==> src/rtl/chirp_frame_scheduler.sv <==
// Chirp/frame sequencer: after one software start it walks the core through
// chirp_num chirps per frame for frame_num frames, issuing one start pulse and
// per-chirp AXI base addresses per chirp, with a watchdog and abort path.
module chirp_frame_scheduler #(
  parameter int unsigned ADDR_W = 32,
  parameter int unsigned CHP_W  = 10,
  parameter int unsigned FRM_W  = 4,
  parameter int unsigned TMO_W  = 24
) (
  input  logic              clk,
  input  logic              rst_n,
  input  logic              i_cfg_start,
  input  logic              i_abort,
  input  logic [ADDR_W-1:0] cfg_rd_base,
  input  logic [ADDR_W-1:0] cfg_wr_base,
  input  logic [ADDR_W-1:0] cfg_stride,
  input  logic [CHP_W-1:0]  cfg_chirp_num,
  input  logic [FRM_W-1:0]  cfg_frame_num,
  input  logic [TMO_W-1:0]  cfg_timeout,
  input  logic              i_core_end,
  input  logic              i_wr_idle,
  output logic              o_core_start,
  output logic [ADDR_W-1:0] o_rd_addr,
  output logic [ADDR_W-1:0] o_wr_addr,
  output logic [CHP_W-1:0]  o_chirp_idx,
  output logic [FRM_W-1:0]  o_frame_idx,
  output logic              o_chirp_last,
  output logic              o_frame_done,
  output logic              o_busy,
  output logic              o_done,
  output logic              o_err_timeout
);

  typedef enum logic [2:0] {
    S_IDLE, S_LOAD, S_START, S_WAIT_END, S_DRAIN, S_NEXT, S_FIN
  } state_t;

  state_t            r_state;
  logic [ADDR_W-1:0] r_rd_base, r_wr_base, r_stride;
  logic [ADDR_W-1:0] r_rd_addr, r_wr_addr;
  logic [CHP_W-1:0]  r_chirp_num, r_chirp_idx;
  logic [FRM_W-1:0]  r_frame_num, r_frame_idx;
  logic [TMO_W-1:0]  r_timeout, r_wdog;
  logic              r_core_start, r_frame_done, r_busy, r_done, r_err_timeout;
  logic              w_chirp_last, w_frame_last, w_wdog_expired;

  // Reset values of the latched counts (0) never match idx==num-1, so the
  // last-chirp flag is naturally low out of reset.
  assign w_chirp_last   = (r_chirp_idx == r_chirp_num - CHP_W'(1));
  assign w_frame_last   = (r_frame_idx == r_frame_num - FRM_W'(1));
  assign w_wdog_expired = (r_timeout != '0) && (r_wdog == r_timeout);

  assign o_core_start  = r_core_start;
  assign o_rd_addr     = r_rd_addr;
  assign o_wr_addr     = r_wr_addr;
  assign o_chirp_idx   = r_chirp_idx;
  assign o_frame_idx   = r_frame_idx;
  assign o_chirp_last  = w_chirp_last;
  assign o_frame_done  = r_frame_done;
  assign o_busy        = r_busy;
  assign o_done        = r_done;
  assign o_err_timeout = r_err_timeout;

  // Sequencer FSM; pulses are registered so they coincide with their state.
  always_ff @(posedge clk or negedge rst_n) begin
    if (!rst_n) begin
      r_state       <= S_IDLE;
      r_rd_base     <= '0;
      r_wr_base     <= '0;
      r_stride      <= '0;
      r_rd_addr     <= '0;
      r_wr_addr     <= '0;
      r_chirp_num   <= '0;
      r_chirp_idx   <= '0;
      r_frame_num   <= '0;
      r_frame_idx   <= '0;
      r_timeout     <= '0;
      r_wdog        <= '0;
      r_core_start  <= 1'b0;
      r_frame_done  <= 1'b0;
      r_busy        <= 1'b0;
      r_done        <= 1'b0;
      r_err_timeout <= 1'b0;
    end else begin
      r_core_start <= 1'b0;
      r_frame_done <= 1'b0;
      r_done       <= 1'b0;
      if (i_abort && (r_state != S_IDLE)) begin
        r_state <= S_IDLE;
        r_busy  <= 1'b0;
        r_wdog  <= '0;
      end else begin
        case (r_state)
          S_IDLE: begin
            if (i_cfg_start) begin
              r_state       <= S_LOAD;
              r_busy        <= 1'b1;
              r_err_timeout <= 1'b0;
            end
          end
          S_LOAD: begin
            r_rd_base   <= cfg_rd_base;
            r_wr_base   <= cfg_wr_base;
            r_stride    <= cfg_stride;
            r_chirp_num <= cfg_chirp_num;
            r_frame_num <= cfg_frame_num;
            r_timeout   <= cfg_timeout;
            r_rd_addr   <= cfg_rd_base;
            r_wr_addr   <= cfg_wr_base;
            r_chirp_idx <= '0;
            r_frame_idx <= '0;
            if ((cfg_chirp_num == '0) || (cfg_frame_num == '0)) begin
              r_state <= S_FIN;
              r_done  <= 1'b1;
            end else begin
              r_state      <= S_START;
              r_core_start <= 1'b1;
            end
          end
          S_START: begin
            r_state <= S_WAIT_END;
            r_wdog  <= '0;
          end
          S_WAIT_END: begin
            if (i_core_end) begin
              r_state <= S_DRAIN;
              r_wdog  <= '0;
            end else if (w_wdog_expired) begin
              r_state       <= S_FIN;
              r_done        <= 1'b1;
              r_err_timeout <= 1'b1;
              r_wdog        <= '0;
            end else begin
              r_wdog <= r_wdog + TMO_W'(1);
            end
          end
          S_DRAIN: begin
            if (i_wr_idle) begin
              r_state      <= S_NEXT;
              r_frame_done <= w_chirp_last;
              r_wdog       <= '0;
            end else if (w_wdog_expired) begin
              r_state       <= S_FIN;
              r_done        <= 1'b1;
              r_err_timeout <= 1'b1;
              r_wdog        <= '0;
            end else begin
              r_wdog <= r_wdog + TMO_W'(1);
            end
          end
          S_NEXT: begin
            if (!w_chirp_last) begin
              r_chirp_idx  <= r_chirp_idx + CHP_W'(1);
              r_rd_addr    <= r_rd_addr + r_stride;
              r_wr_addr    <= r_wr_addr + r_stride;
              r_state      <= S_START;
              r_core_start <= 1'b1;
            end else if (!w_frame_last) begin
              r_chirp_idx  <= '0;
              r_frame_idx  <= r_frame_idx + FRM_W'(1);
              r_rd_addr    <= r_rd_base;
              r_wr_addr    <= r_wr_base;
              r_state      <= S_START;
              r_core_start <= 1'b1;
            end else begin
              r_state <= S_FIN;
              r_done  <= 1'b1;
            end
          end
          S_FIN: begin
            r_state <= S_IDLE;
            r_busy  <= 1'b0;
          end
          default: begin
            r_state <= S_IDLE;
            r_busy  <= 1'b0;
          end
        endcase
      end
    end
  end

endmodule

==> config.mk <==
export PLATFORM = sky130hd
export DESIGN_NAME = chirp_frame_scheduler
export DESIGN_NICKNAME = d
export VERILOG_FILES = /design/src/rtl/chirp_frame_scheduler.sv
export SDC_FILE = /design/constraint.sdc
export NUM_CORES = 1
export LEC_CHECK = 0
export CAP_MARGIN = 15
export CORE_ASPECT_RATIO = 0.5
export CORE_UTILIZATION = 50
export CTS_BUF_LIST = sky130_fd_sc_hd__clkbuf_2
export DETAILED_ROUTE_END_ITERATION = 12
export PLACE_DENSITY_LB_ADDON = 0.25
export SYNTH_ARGS = -nofsm -noshare
export SYNTH_HDL_FRONTEND = slang
export SYNTH_SLANG_ARGS = --single-unit
export TNS_END_PERCENT = 10
==> constraint.sdc <==
create_clock -name clk -period 4.1 [get_ports clk]
set_clock_uncertainty 0.1 [all_clocks]
set_input_delay 1.23 -clock clk [delete_from_list [all_inputs] [get_ports clk]]
set_output_delay 1.23 -clock clk [all_outputs]
set_load 0.005 [all_outputs]
==> summary.md <==
| Metric | Value |
|---|---|
| Pwr Density | 732 nW/µm² |
| CTS clock-pin slew for the worst setup and hold paths | 0.12 ns |
| Grt ovf | 0 |
| Initial Util | 51.1% |
| Initial drt markers | 1,151 |
| Syn Nets | 2,033 |
| Worst-path fanout max | 3 |
| CTS root buf | clkbuf_2 |
| Final period utilization | 98.3% |
| Routed Wire Length | 43,900 µm |
| Chip width | 246 µm |
| Max-cap viol count | 0 |
| Nature of the critical path endpoint | primary output |
| Core area | 29,200 µm² |
| Sequential-to-total area share from yosys stat | 40.9% |
| Port bufs | 223 |
| R2R depth | 11 |
| Reg2reg setup slack | 0.57 ns |
| Most frequent cells in the layout | nand2_1, dfrtp_1, clkdlybuf4s50_1, o21ai_0, a21oi_1 |
| CTS tree | done |
| Max Slew Vio Count | 0 |
| RSZ-0062 raised after global routing | true |
| Pleak | 8.36 nW |
| DR pass1 iterations | 5 |
| Final setup fails | 0 |
| CTS buffer count | 55 |
| Routability cong. | 0.961 |
| Largest cells by area after synthesis | dfrtp_1, nand2_1, ha_1, xnor2_1, o21ai_0 |
| Clk_lat worst skew | 0.93 ns |
| FF+latch count, synth | 244 |
| Filler Cell Count | 2,603 |
| Antenna viol nets, final | 0 |
| # DRC | 0 |
| GRT Total Usage | 28.8% |
| Syn_area_per_cell | 8.18 µm² |
| Top cell type's share of synthesized area | 40.9% |
| Final worst slack | 0.0687 ns |
| GR Util met3 | 5.88% |
| CTS H-Tree Depth | 2 |
| DIE AREA | 30,600 µm² |
| Outcome | completed |
| Global-route met2 utilization | 46.8% |
| DIE HEIGHT | 124 µm |
| Area Overhead vs Synth | 21.8% |
| Worst Hold Class | input port to asynchronous set/reset pin |
| Synth cell types | 72 |
| Reg-to-reg critical path startpoint | r_chirp_num[0] |
| Top Ports | 224 |
| Initial antenna violation count | 1 |
| Worst setup SP type | flop |
| Min cycle time layout | 4.03 ns |
| Crit path DAT | 2.70 ns |
| DR vias/cell | 5.64 |
| Cells after synthesis | 1,824 |
| Synth Warn # | 0 |
| Most common cell after layout, fill and taps aside | nand2_1 |
| Synthesized cell area | 14,900 µm² |
| Post-synth EDFFs | 0 |
| Gr busiest metal | met2 |
| Share of cells above drive strength 1 | 7.34% |
| Share of flip-flops with an asynchronous set or reset | 100% |
| Vias | 14,000 |
| Met1 GRT Util | 39.0% |
| Worst Path Required | 2.77 ns |
| First-pass GRT wire length | 69,400 µm |
| Most used DFF post-synth | dfrtp_1 |
| RR Endpoint | o_wr_addr[16] |
| Worst-margin pin slew | 0.731 ns |
| Vias in the first global route | 13,100 |
| Dpl ws | 0.502 ns |
| CTS sink cnt | 244 |
| Slew HR | 51.0% |
| Largest net degree at the start of global routing | 74 |
| Per-cell routed wire length | 17.6 µm |
| # nets final | 2,264 |
| Max Fclk | 248 MHz |
| Site Rows | 44 |
| DP HPWL | 31,500 µm |
| Peak supply drop | 265 µV |
| Crit Path Category | flop to primary output |
| Post-synth top area cell | dfrtp_1 |
| Clk buf depth | 3 |
| Minimum hold slack | 0.162 ns |
| Final hold viol count | 0 |
per-layer routing:
metal | up-vias | wire length (µm)
met2 | 422 | 20400
met3 | 89 | 2540
met5 | - | 0
li1 | 6843 | -
met4 | 0 | 1100
met1 | 6672 | 19800
worst max-delay path: stages (launching register included):
cell and delay (ns):
dfrtp_1 0.40, inv_1 0.11, ha_2 0.29, xnor2_1 0.14, nor3_2 0.17, o2111ai_2 0.18
a211oi_4 0.34, buf_2 0.18
through the flow:
step	util (%)	TNS, ns	cell area, µm²	cells	power, mW
2_1_floorplan	-	0	14900	1824	9.07
3_3_place_gp	60.2	0	17600	2380	11.4
5_1_grt	62.3	-0.0653	18200	2488	14.4
6_report	62.3	0	18200	2489	13.3
4_1_cts	62.0	-0.00104	18100	2484	13.2
3_5_place_dp	60.2	0	17600	2380	11.5
cells in the mapped netlist, types with 3 or more instances:
master / number
a211oi_1: 20
a21o_1: 32
a21oi_1: 103
a221oi_1: 7
a22o_1: 3
a22oi_1: 4
a31oi_1: 16
a41oi_1: 5
and2_1: 5
and3_1: 29
and4_1: 3
buf_2: 17
buf_4: 4
buf_6: 6
clkbuf_1: 59
clkbuf_2: 3
dfrtp_1: 244
ha_1: 67
inv_1: 30
mux2i_1: 12
nand2_1: 547
nand2b_1: 22
nand3_1: 35
nand3b_1: 6
nand4_1: 23
nor2_1: 85
nor2b_1: 21
nor3_1: 29
nor4_1: 15
o211a_1: 3
o211ai_1: 24
o21a_1: 18
o21ai_0: 118
o21ai_1: 27
o21bai_1: 12
o31a_1: 3
o31ai_1: 18
o32a_1: 3
o41ai_1: 5
or3_1: 7
xnor2_1: 71
xor2_1: 24
cells by family (layout without fill, tap and decap cells):
kind of cell / count (synthesis) / in the layout / share of synthesized area [%]
AO/OA/AOI/OAI: 445 / 445 / 18.8
XOR/XNOR: 95 / 95 / 5.58
other: 0 / 1 / 0
multiplexers: 12 / 12 / 0.805
flip-flops: 244 / 244 / 40.9
AND/OR/NAND/NOR: 838 / 838 / 24.4
adder cells (fa/ha/maj): 69 / 69 / 5.89
buffers and inverters: 121 / 394 / 3.62
area by class of cell:
class	count	area, µm²	share of cell area, %
antenna	1	2.50	0.0138
inverter	30	113	0.620
multi-input combinational	1459	8340	45.9
clock inverter	14	52.6	0.289
clock buffer	85	425	2.34
tap	391	489	2.69
timing repair buffer	265	2640	14.5
sequential	244	6110	33.6
worst max path at each step:
| stage | end | from | slack, ns | cells past startpoint |
|---|---|---|---|---|
| final | o_chirp_last | r_chirp_num[0] | 0.07 | 7 |
| after global routing | o_chirp_last | r_chirp_num[4] | -0.07 | 6 |
| after CTS | o_chirp_last | r_chirp_num[3] | -0.001 | 6 |
| after detailed placement | o_wr_addr[16] | r_chirp_num[2] | 0.50 | 9 |
| after global placement | o_chirp_last | r_chirp_num[2] | 0.55 | 5 |
| after floorplan | o_chirp_last | r_chirp_num[2] | 0.74 | 6 |
power by group:
part / total [mW] / internal (mW) / leakage, nW / switching, mW
clock network: 1.56 / 0.543 / 0.375 / 1.01
registers: 4.30 / 3.33 / 3.10 / 0.965
logic: 7.44 / 3.35 / 4.89 / 4.09
total: 13.3 / 7.23 / 8.36 / 6.06
repair_timing:
action,4_1_cts,5_1_grt
setup buffers,5,4
setup endpoints to repair,1,1
pin swaps,4,9
resized for setup,7,11
hold buffers,0,0
state kept, by name, indices dropped and copies added, names as in the netlist, 3 cells and up:
signal / flops
r_timeout: 24
r_wr_base: 32
o_wr_addr: 32
r_frame_num: 4
r_state: 3
r_rd_base: 32
r_wdog: 24
o_rd_addr: 32
r_chirp_num: 10
r_stride: 32
o_chirp_idx: 10
o_frame_idx: 4
Note: power is estimated with default switching activity, not from simulation.
